<file path="src/rtl/net_router_switch_unit_rr.sv">
// N-input to 1-output router switch unit: a round-robin arbiter feeding a small
// registered output queue, so input grants never see downstream backpressure.
module net_router_switch_unit_rr #(
   parameter int p_msg_nbits   = 44,
   parameter int p_num_inputs  = 3,
   parameter int p_queue_depth = 2
) (
   input  logic                    clk,
   input  logic                    rst_n,
   input  logic [p_msg_nbits-1:0]  i_istream_msg [p_num_inputs],
   input  logic [p_num_inputs-1:0] i_istream_val,
   output logic [p_num_inputs-1:0] o_istream_rdy,
   output logic [p_msg_nbits-1:0]  o_ostream_msg,
   output logic                    o_ostream_val,
   input  logic                    i_ostream_rdy
);

   localparam int PW = $clog2(p_num_inputs);
   localparam int QW = $clog2(p_queue_depth);
   localparam int CW = QW + 1;

   logic [PW-1:0]          r_ptr;
   logic [QW-1:0]          r_head;
   logic [QW-1:0]          r_tail;
   logic [CW-1:0]          r_count;
   logic [p_msg_nbits-1:0] r_storage [p_queue_depth];

   logic [PW-1:0]          w_grant;
   logic                   w_anyVal;
   logic                   w_notFull;
   logic                   w_enq;
   logic                   w_deq;

   // Scan from the highest offset down so the input closest to r_ptr wins.
   always_comb begin
      logic [PW:0] sum;
      w_anyVal = 1'b0;
      w_grant  = '0;
      sum      = '0;
      for (int i = p_num_inputs - 1; i >= 0; i--) begin
         sum = {1'b0, r_ptr} + (PW+1)'(i);
         if (sum >= (PW+1)'(p_num_inputs))
            sum = sum - (PW+1)'(p_num_inputs);
         if (i_istream_val[sum[PW-1:0]]) begin
            w_anyVal = 1'b1;
            w_grant  = sum[PW-1:0];
         end
      end
   end

   assign w_notFull     = (r_count < CW'(p_queue_depth));
   assign w_enq         = rst_n && w_anyVal && w_notFull;
   assign w_deq         = o_ostream_val && i_ostream_rdy;
   assign o_ostream_val = (r_count != '0);
   assign o_ostream_msg = o_ostream_val ? r_storage[r_head] : '0;

   // Ready comes only from registered occupancy; a full queue refuses even when draining.
   always_comb begin
      o_istream_rdy = '0;
      if (w_enq)
         o_istream_rdy[w_grant] = 1'b1;
   end

   always_ff @(posedge clk or negedge rst_n) begin
      if (!rst_n) begin
         r_ptr   <= '0;
         r_head  <= '0;
         r_tail  <= '0;
         r_count <= '0;
      end else begin
         if (w_enq) begin
            r_tail <= r_tail + 1'b1;
            r_ptr  <= (w_grant == PW'(p_num_inputs - 1)) ? '0 : w_grant + 1'b1;
         end
         if (w_deq)
            r_head <= r_head + 1'b1;
         case ({w_enq, w_deq})
            2'b10:   r_count <= r_count + 1'b1;
            2'b01:   r_count <= r_count - 1'b1;
            default: r_count <= r_count;
         endcase
      end
   end

   // Payload storage carries no reset; occupancy alone decides what is live.
   always_ff @(posedge clk) begin
      if (w_enq)
         r_storage[r_tail] <= i_istream_msg[w_grant];
   end

`ifndef SYNTHESIS
   assert property (@(posedge clk) disable iff (!rst_n)
      (o_ostream_val && !i_ostream_rdy) |=> $stable(o_ostream_msg));
   assert property (@(posedge clk) disable iff (!rst_n)
      (r_count == CW'(p_queue_depth)) |-> (o_istream_rdy == '0));
`endif

endmodule

</file>
<file path="config.mk">
export PLATFORM = sky130hd
export DESIGN_NAME = net_router_switch_unit_rr
export DESIGN_NICKNAME = d
export VERILOG_FILES = /design/src/rtl/net_router_switch_unit_rr.sv
export SDC_FILE = /design/constraint.sdc
export NUM_CORES = 1
export LEC_CHECK = 0
export ABC_AREA = 0
export BUFFER_PORTS_ARGS = -buffer_cell sky130_fd_sc_hd__buf_2
export CELL_PAD_IN_SITES_DETAIL_PLACEMENT = 1
export CELL_PAD_IN_SITES_GLOBAL_PLACEMENT = 1
export CORE_MARGIN = 2
export CORE_UTILIZATION = 30
export DETAILED_ROUTE_END_ITERATION = 10
export GPL_TIMING_DRIVEN = 0
export MAX_ROUTING_LAYER = met4
export PLACE_DENSITY_LB_ADDON = 0.3
export SYNTH_ARGS = -nofsm -noshare
export SYNTH_HDL_FRONTEND = slang
export SYNTH_SLANG_ARGS = --single-unit
</file>
<file path="constraint.sdc">
create_clock -name clk -period 4.7 [get_ports clk]
set_input_delay 1.175 -clock clk [delete_from_list [all_inputs] [get_ports clk]]
set_output_delay 1.175 -clock clk [all_outputs]
set_load 0.05 [all_outputs]
</file>
Word level (Yosys, flattened, before mapping). Memories as Yosys holds them, arrays and structs flattened. Cells that the tools add are included.

Reduce and logical (&&, ||, !) cells: 6. Order comparisons: 10. $add $sub $neg: 10. Mux-type cells: 26. Equality and inequality tests: 3. Bitwise logic cells: 1.

Operators with widths (number): two-way mux 44 bit (3); binary-select mux 44 bit (select 2 bit) (1); two-way mux 2 bit (7); < comparator 2 x 3 -> 1 bit (second input constant) (4); two-way mux 1 bit (9); binary-select mux 1 bit (select 2 bit) (3); greater-or-equal comparator 3 x 2 -> 1 bit (second input constant) (2); subtractor 2 bit (second input constant) (3); adder 2 x 1 -> 2 bit (second input constant) (2); == test 2 bit (second input constant) (2); logical AND 1 bit (4); one-hot mux 2 bit (2 select lines) (1); nonzero test 2 bit (2); adder 2 x 1 -> 3 bit (second input constant) (1); adder 2 x 2 -> 3 bit (second input constant) (1); greater-or-equal comparator 3 bit (second input constant) (1); two-way mux 3 bit (1); NOT 2 -> 3 bit (1); adder 1 bit (second input constant) (2); demux 1 bit (select 2 bit) (1); == test 2 x 1 -> 1 bit (second input constant) (1); greater-or-equal comparator 2 x 1 -> 1 bit (second input constant) (1); greater-or-equal comparator 2 bit (second input constant) (1); < comparator 2 bit (second input constant) (1); subtractor 2 x 1 -> 2 bit (second input constant) (1).

RAM bits: 88. Register bits: 6. Output and inout port bits: 48. Logic and storage cells: 61. Memories kept: 1.

Memories: r_storage (words 2, bits a word 44, rd ports 1, clocked after memory_dff 0, write ports 1, line 26) `logic [p_msg_nbits-1:0] r_storage [p_queue_depth];`.

Logic depth before layout (Yosys ltp).
Word-level depth: 13. Gate-level depth with buffers: 11. Mapped depth without buffers: 10.

Least setup slack after synthesis. Ideal clock, no wire load.

Path kind: input-to-output. Start: input i_istream_val[1]. End: output o_istream_rdy[0]. Setup slack: 382 ps. Path buffers: 2. Required time: 3525 ps. Data arrival time: 3143 ps. Stages: 6. Cells stage by stage: mux2i_1 > nor4_1 > o32a_1 > buf_6 > buf_6 > nor3_1.

Longest elaborated chain between the ends: 10.

RTL lines: start: declaration (line 11) `input logic [p_num_inputs-1:0] i_istream_val,`; binary-select mux 1 bit (select 2 bit) (line 44) `if (i_istream_val[sum[PW-1:0]]) begin`; two-way mux 1 bit (implied by the code) (line 44); two-way mux 2 bit (3 in series) (line 44); < comparator 2 x 3 -> 1 bit (implied by the code) / greater-or-equal comparator 2 x 1 -> 1 bit (equally long branches) (line 61) `o_istream_rdy[w_grant] = 1'b1;`; logical AND 1 bit (implied by the code) (line 61); two-way mux 1 bit (implied by the code) (line 61); demux 1 bit (select 2 bit) (line 61); two-way mux 3 bit * (line 60) `if (w_enq)`; end: declaration (line 12) `output logic [p_num_inputs-1:0] o_istream_rdy,`.

Every way passes the cells marked *; elsewhere a longest branch is shown, timed or not. The select of a mux whose other input is x is not followed.

Worst setup path in the final report.
Start: input i_istream_val[1]. End: output o_istream_rdy[2].

Same word-level chain as after synthesis.

==> run metrics <==
outcome finished, final reports clean; number of cells upsized or downsized after cts 0; number of standard cells in the final layout excluding fillers 739; number of design-rule violations left by the first detailed-router iteration 159; top layer used by detailed routing met4; Std-Cell Rows 45; metal1 wirelength 5.273 mm; largest vdd supply drop 0.0002310 V; first-pass iteration count of the detailed router 4; total wire length 13.07 mm; final setup skew 0.005583 ns; reg-to-reg critical path startpoint r_ptr[0]$_DFFE_PN0P_; Slew Limit Headroom 34.84%; Total GRT Usage 16.31%; endpoint arrival time on the critical path 2.97 ns; number of sinks handled by clock tree synthesis 94; worst hold stages 1; clock tree from TritonCTS yes; number of different library cells in the post-synthesis netlist 32; post-DR wirelength/cell 17.69 um; leading cell types by count after synthesis sky130_fd_sc_hd__edfxtp_1 (88), sky130_fd_sc_hd__nor2_1 (48), sky130_fd_sc_hd__a21o_1 (45), sky130_fd_sc_hd__mux2i_1 (45), sky130_fd_sc_hd__a22o_1 (44); path category of the worst min-delay check register to register; routability congestion estimate 0.8248; hold bufs inserted after CTS 0; DP HPWL 9.841 mm; footprint of the multi-input gates 1699 sq um; share of the synthesized area in the top cell type 56.90%; count of unresolved DRC violations after routing 0; fraction of the yosys area taken by sequential cells 60.13%; antenna cell count 0; Cell Area, Synth 4644 sq um; final net count 689; fin util 40.56%; pwr/cell area 837.8 nW/um^2; largest area contributor in the synthesized netlist sky130_fd_sc_hd__edfxtp_1; clock tree root driver cell sky130_fd_sc_hd__clkbuf_16; fillcell total 1,684; depth of the worst register-to-register path 9; highest clock rate 0.2410 GHz; die area 16,490 sq um; I/O pin total 186; vertical extent of the die 128.4 um; worst-skew pair later-pin latency 0.34 ns; Seq cells post-synth 94; met2 wire length 6.884 mm; via count 3,586; Cell Count Post-Placement 723; Primary FF master, synth sky130_fd_sc_hd__edfxtp_1; antenna violations before repair 0; Static Leak 0.002862 uW; Post-DRT Antenna Nets 0; actual slew at the worst max-slew pin 0.9774 ns; endpoints failing setup 0; post-CTS repair timing setup buffer count 0; post-synthesis area per instance 13.35 sq um; Sequential cell area 2793 sq um; Horiz. Die Dim 128.4 um; number of buffers inserted during clock tree synthesis 9; most common cell in the netlist sky130_fd_sc_hd__edfxtp_1; initial core utilization 30.67%; number of buffers on the longest clock path 2; post-synthesis to final-layout area growth 32.27%; Critical Path Fanout Max 10; critical path type primary input to output pin; syn_nets 491; count of flip-flops with a built-in enable after synthesis 88; endpoint required time on the critical path 3.52 ns; met3 wirelength from detailed routing 657 um; sort of element at the end of the critical path output pin; gr ovfl total 0; largest net degree at the start of global routing 29; Synth area leaders sky130_fd_sc_hd__edfxtp_1 (57%), sky130_fd_sc_hd__mux2i_1 (9.7%), sky130_fd_sc_hd__a22o_1 (8.3%), sky130_fd_sc_hd__a21o_1 (7.3%), sky130_fd_sc_hd__nor2_1 (3.9%); Cells after Synth 348; setup repair after global routing missed its margin false; Async SR Flop Fraction 6.383%; vias in the first global route 3,828; post-CTS clock slew at the launch and capture registers of the worst setup and hold paths 0.06 ns; count of yosys warnings during synthesis 0; wire length of the first global-routing pass 19.52 mm; number of max-slew violations in the final report 0; routed vias/inst 4.853; H-Tree Level Count 3; Final Critical Period 4.150 ns; hold_sp r_count[0]$_DFFE_PN0P_; CORE AREA 15,150 sq um; fin crit share 88.30%; layout cells sized above 1 41.02%; Critical Path Source Type primary input; number of max-cap violations 0; worst setup path start i_istream_val[1]; Hold Violations, Final 0; number of port buffers 185
critical path, cell delays in order:
cell and delay, ns:
sky130_fd_sc_hd__buf_2 0.14, sky130_fd_sc_hd__nor2b_1 0.14, sky130_fd_sc_hd__o21ai_0 0.12, sky130_fd_sc_hd__a221oi_2 0.35, sky130_fd_sc_hd__buf_2 0.34, sky130_fd_sc_hd__buf_2 0.28
sky130_fd_sc_hd__nor2b_1 0.15, sky130_fd_sc_hd__buf_2 0.27
registers in the layout, summed over array words and instances (netlist names):
signal     count
r_count        2
r_head         1
r_ptr          2
r_storage     88
r_tail         1
final timing paths:
kind                                               to  slack, ns
max                                  o_istream_rdy[2]       0.55
min                            r_count[0]$_DFFE_PN0P_       0.53
max reg2reg                r_storage[1][10]$_DFFE_PP_       1.75
min reg2reg                    r_count[0]$_DFFE_PN0P_       0.53
max in group asynchronous          r_head$_DFFE_PN0P_       3.84
min in group asynchronous        r_ptr[1]$_DFFE_PN0P_       0.67
metal layers:
metal  vias up  track usage (%)
met5         -                -
met4         0            6.141
met3        18            2.578
met2       124            29.85
met1      1716            17.77
li1       1728                -
metrics by stage:
stage | TNS, ns | instance area [sq um] | hold slack (ns) | setup WS (ns) | power (uW)
2_1_floorplan | 0 | 4644 | 0.4681 | 0.3823 | 3690
3_3_place_gp | -68.07 | 5806 | 0.4815 | -0.7766 | 4457
3_5_place_dp | 0 | 5876 | 0.5193 | 0.5305 | 4560
4_1_cts | 0 | 6143 | 0.5273 | 0.5129 | 5232
5_1_grt | 0 | 6143 | 0.5487 | 0.3923 | 5456
6_report | 0 | 6143 | 0.5266 | 0.5501 | 5147
where the power goes:
group / total (uW) / internal [uW] / switching [uW]
combinational: 3070 / 960 / 2110
clock: 658 / 359 / 299
sequential: 1420 / 1350 / 66.3
total: 5150 / 2670 / 2480
kinds of logic (layout without fill, tap and decap cells):
group                      Yosys count  after routing  share of synthesized area (%)
xor gates and xnor gates             5              5                         0.9428
adders and majority gates            5              5                          1.347
buffers and inverters               32            235                          3.610
DFF                                 94             94                          60.13
and+or+nand+nor                     63             63                          5.846
AOI/OAI and AO/OA                  102            102                          17.94
muxes                               47             47                          10.18
cell usage in the layout, fill, tap and decap left out, types with 2 or more instances in the layout:
master / instances
sky130_fd_sc_hd__inv_1: 7
sky130_fd_sc_hd__edfxtp_1: 88
sky130_fd_sc_hd__buf_16: 2
sky130_fd_sc_hd__nor2_1: 46
sky130_fd_sc_hd__a22o_1: 44
sky130_fd_sc_hd__nand2_1: 2
sky130_fd_sc_hd__mux2_2: 2
sky130_fd_sc_hd__nor2b_1: 6
sky130_fd_sc_hd__clkbuf_1: 7
sky130_fd_sc_hd__buf_6: 4
sky130_fd_sc_hd__nor2_4: 2
sky130_fd_sc_hd__dfrtp_1: 6
sky130_fd_sc_hd__mux2i_1: 45
sky130_fd_sc_hd__o21ai_0: 4
sky130_fd_sc_hd__buf_2: 199
sky130_fd_sc_hd__a21o_1: 45
sky130_fd_sc_hd__buf_1: 2
sky130_fd_sc_hd__xnor2_1: 4
sky130_fd_sc_hd__clkinvlp_4: 3
sky130_fd_sc_hd__a21oi_1: 3
sky130_fd_sc_hd__ha_1: 5
sky130_fd_sc_hd__clkbuf_16: 9
cell type report:
class	instances	area share, %
Sequential cell	94	45.46
Multi-Input combinational cell	222	27.66
Timing Repair Buffer	187	15.97
Tap cell	188	3.829
Clock buffer	11	3.788
Buffer	25	2.301
Clock inverter	5	0.5703
Inverter	7	0.4277
(Power assumes the default switching activity.)
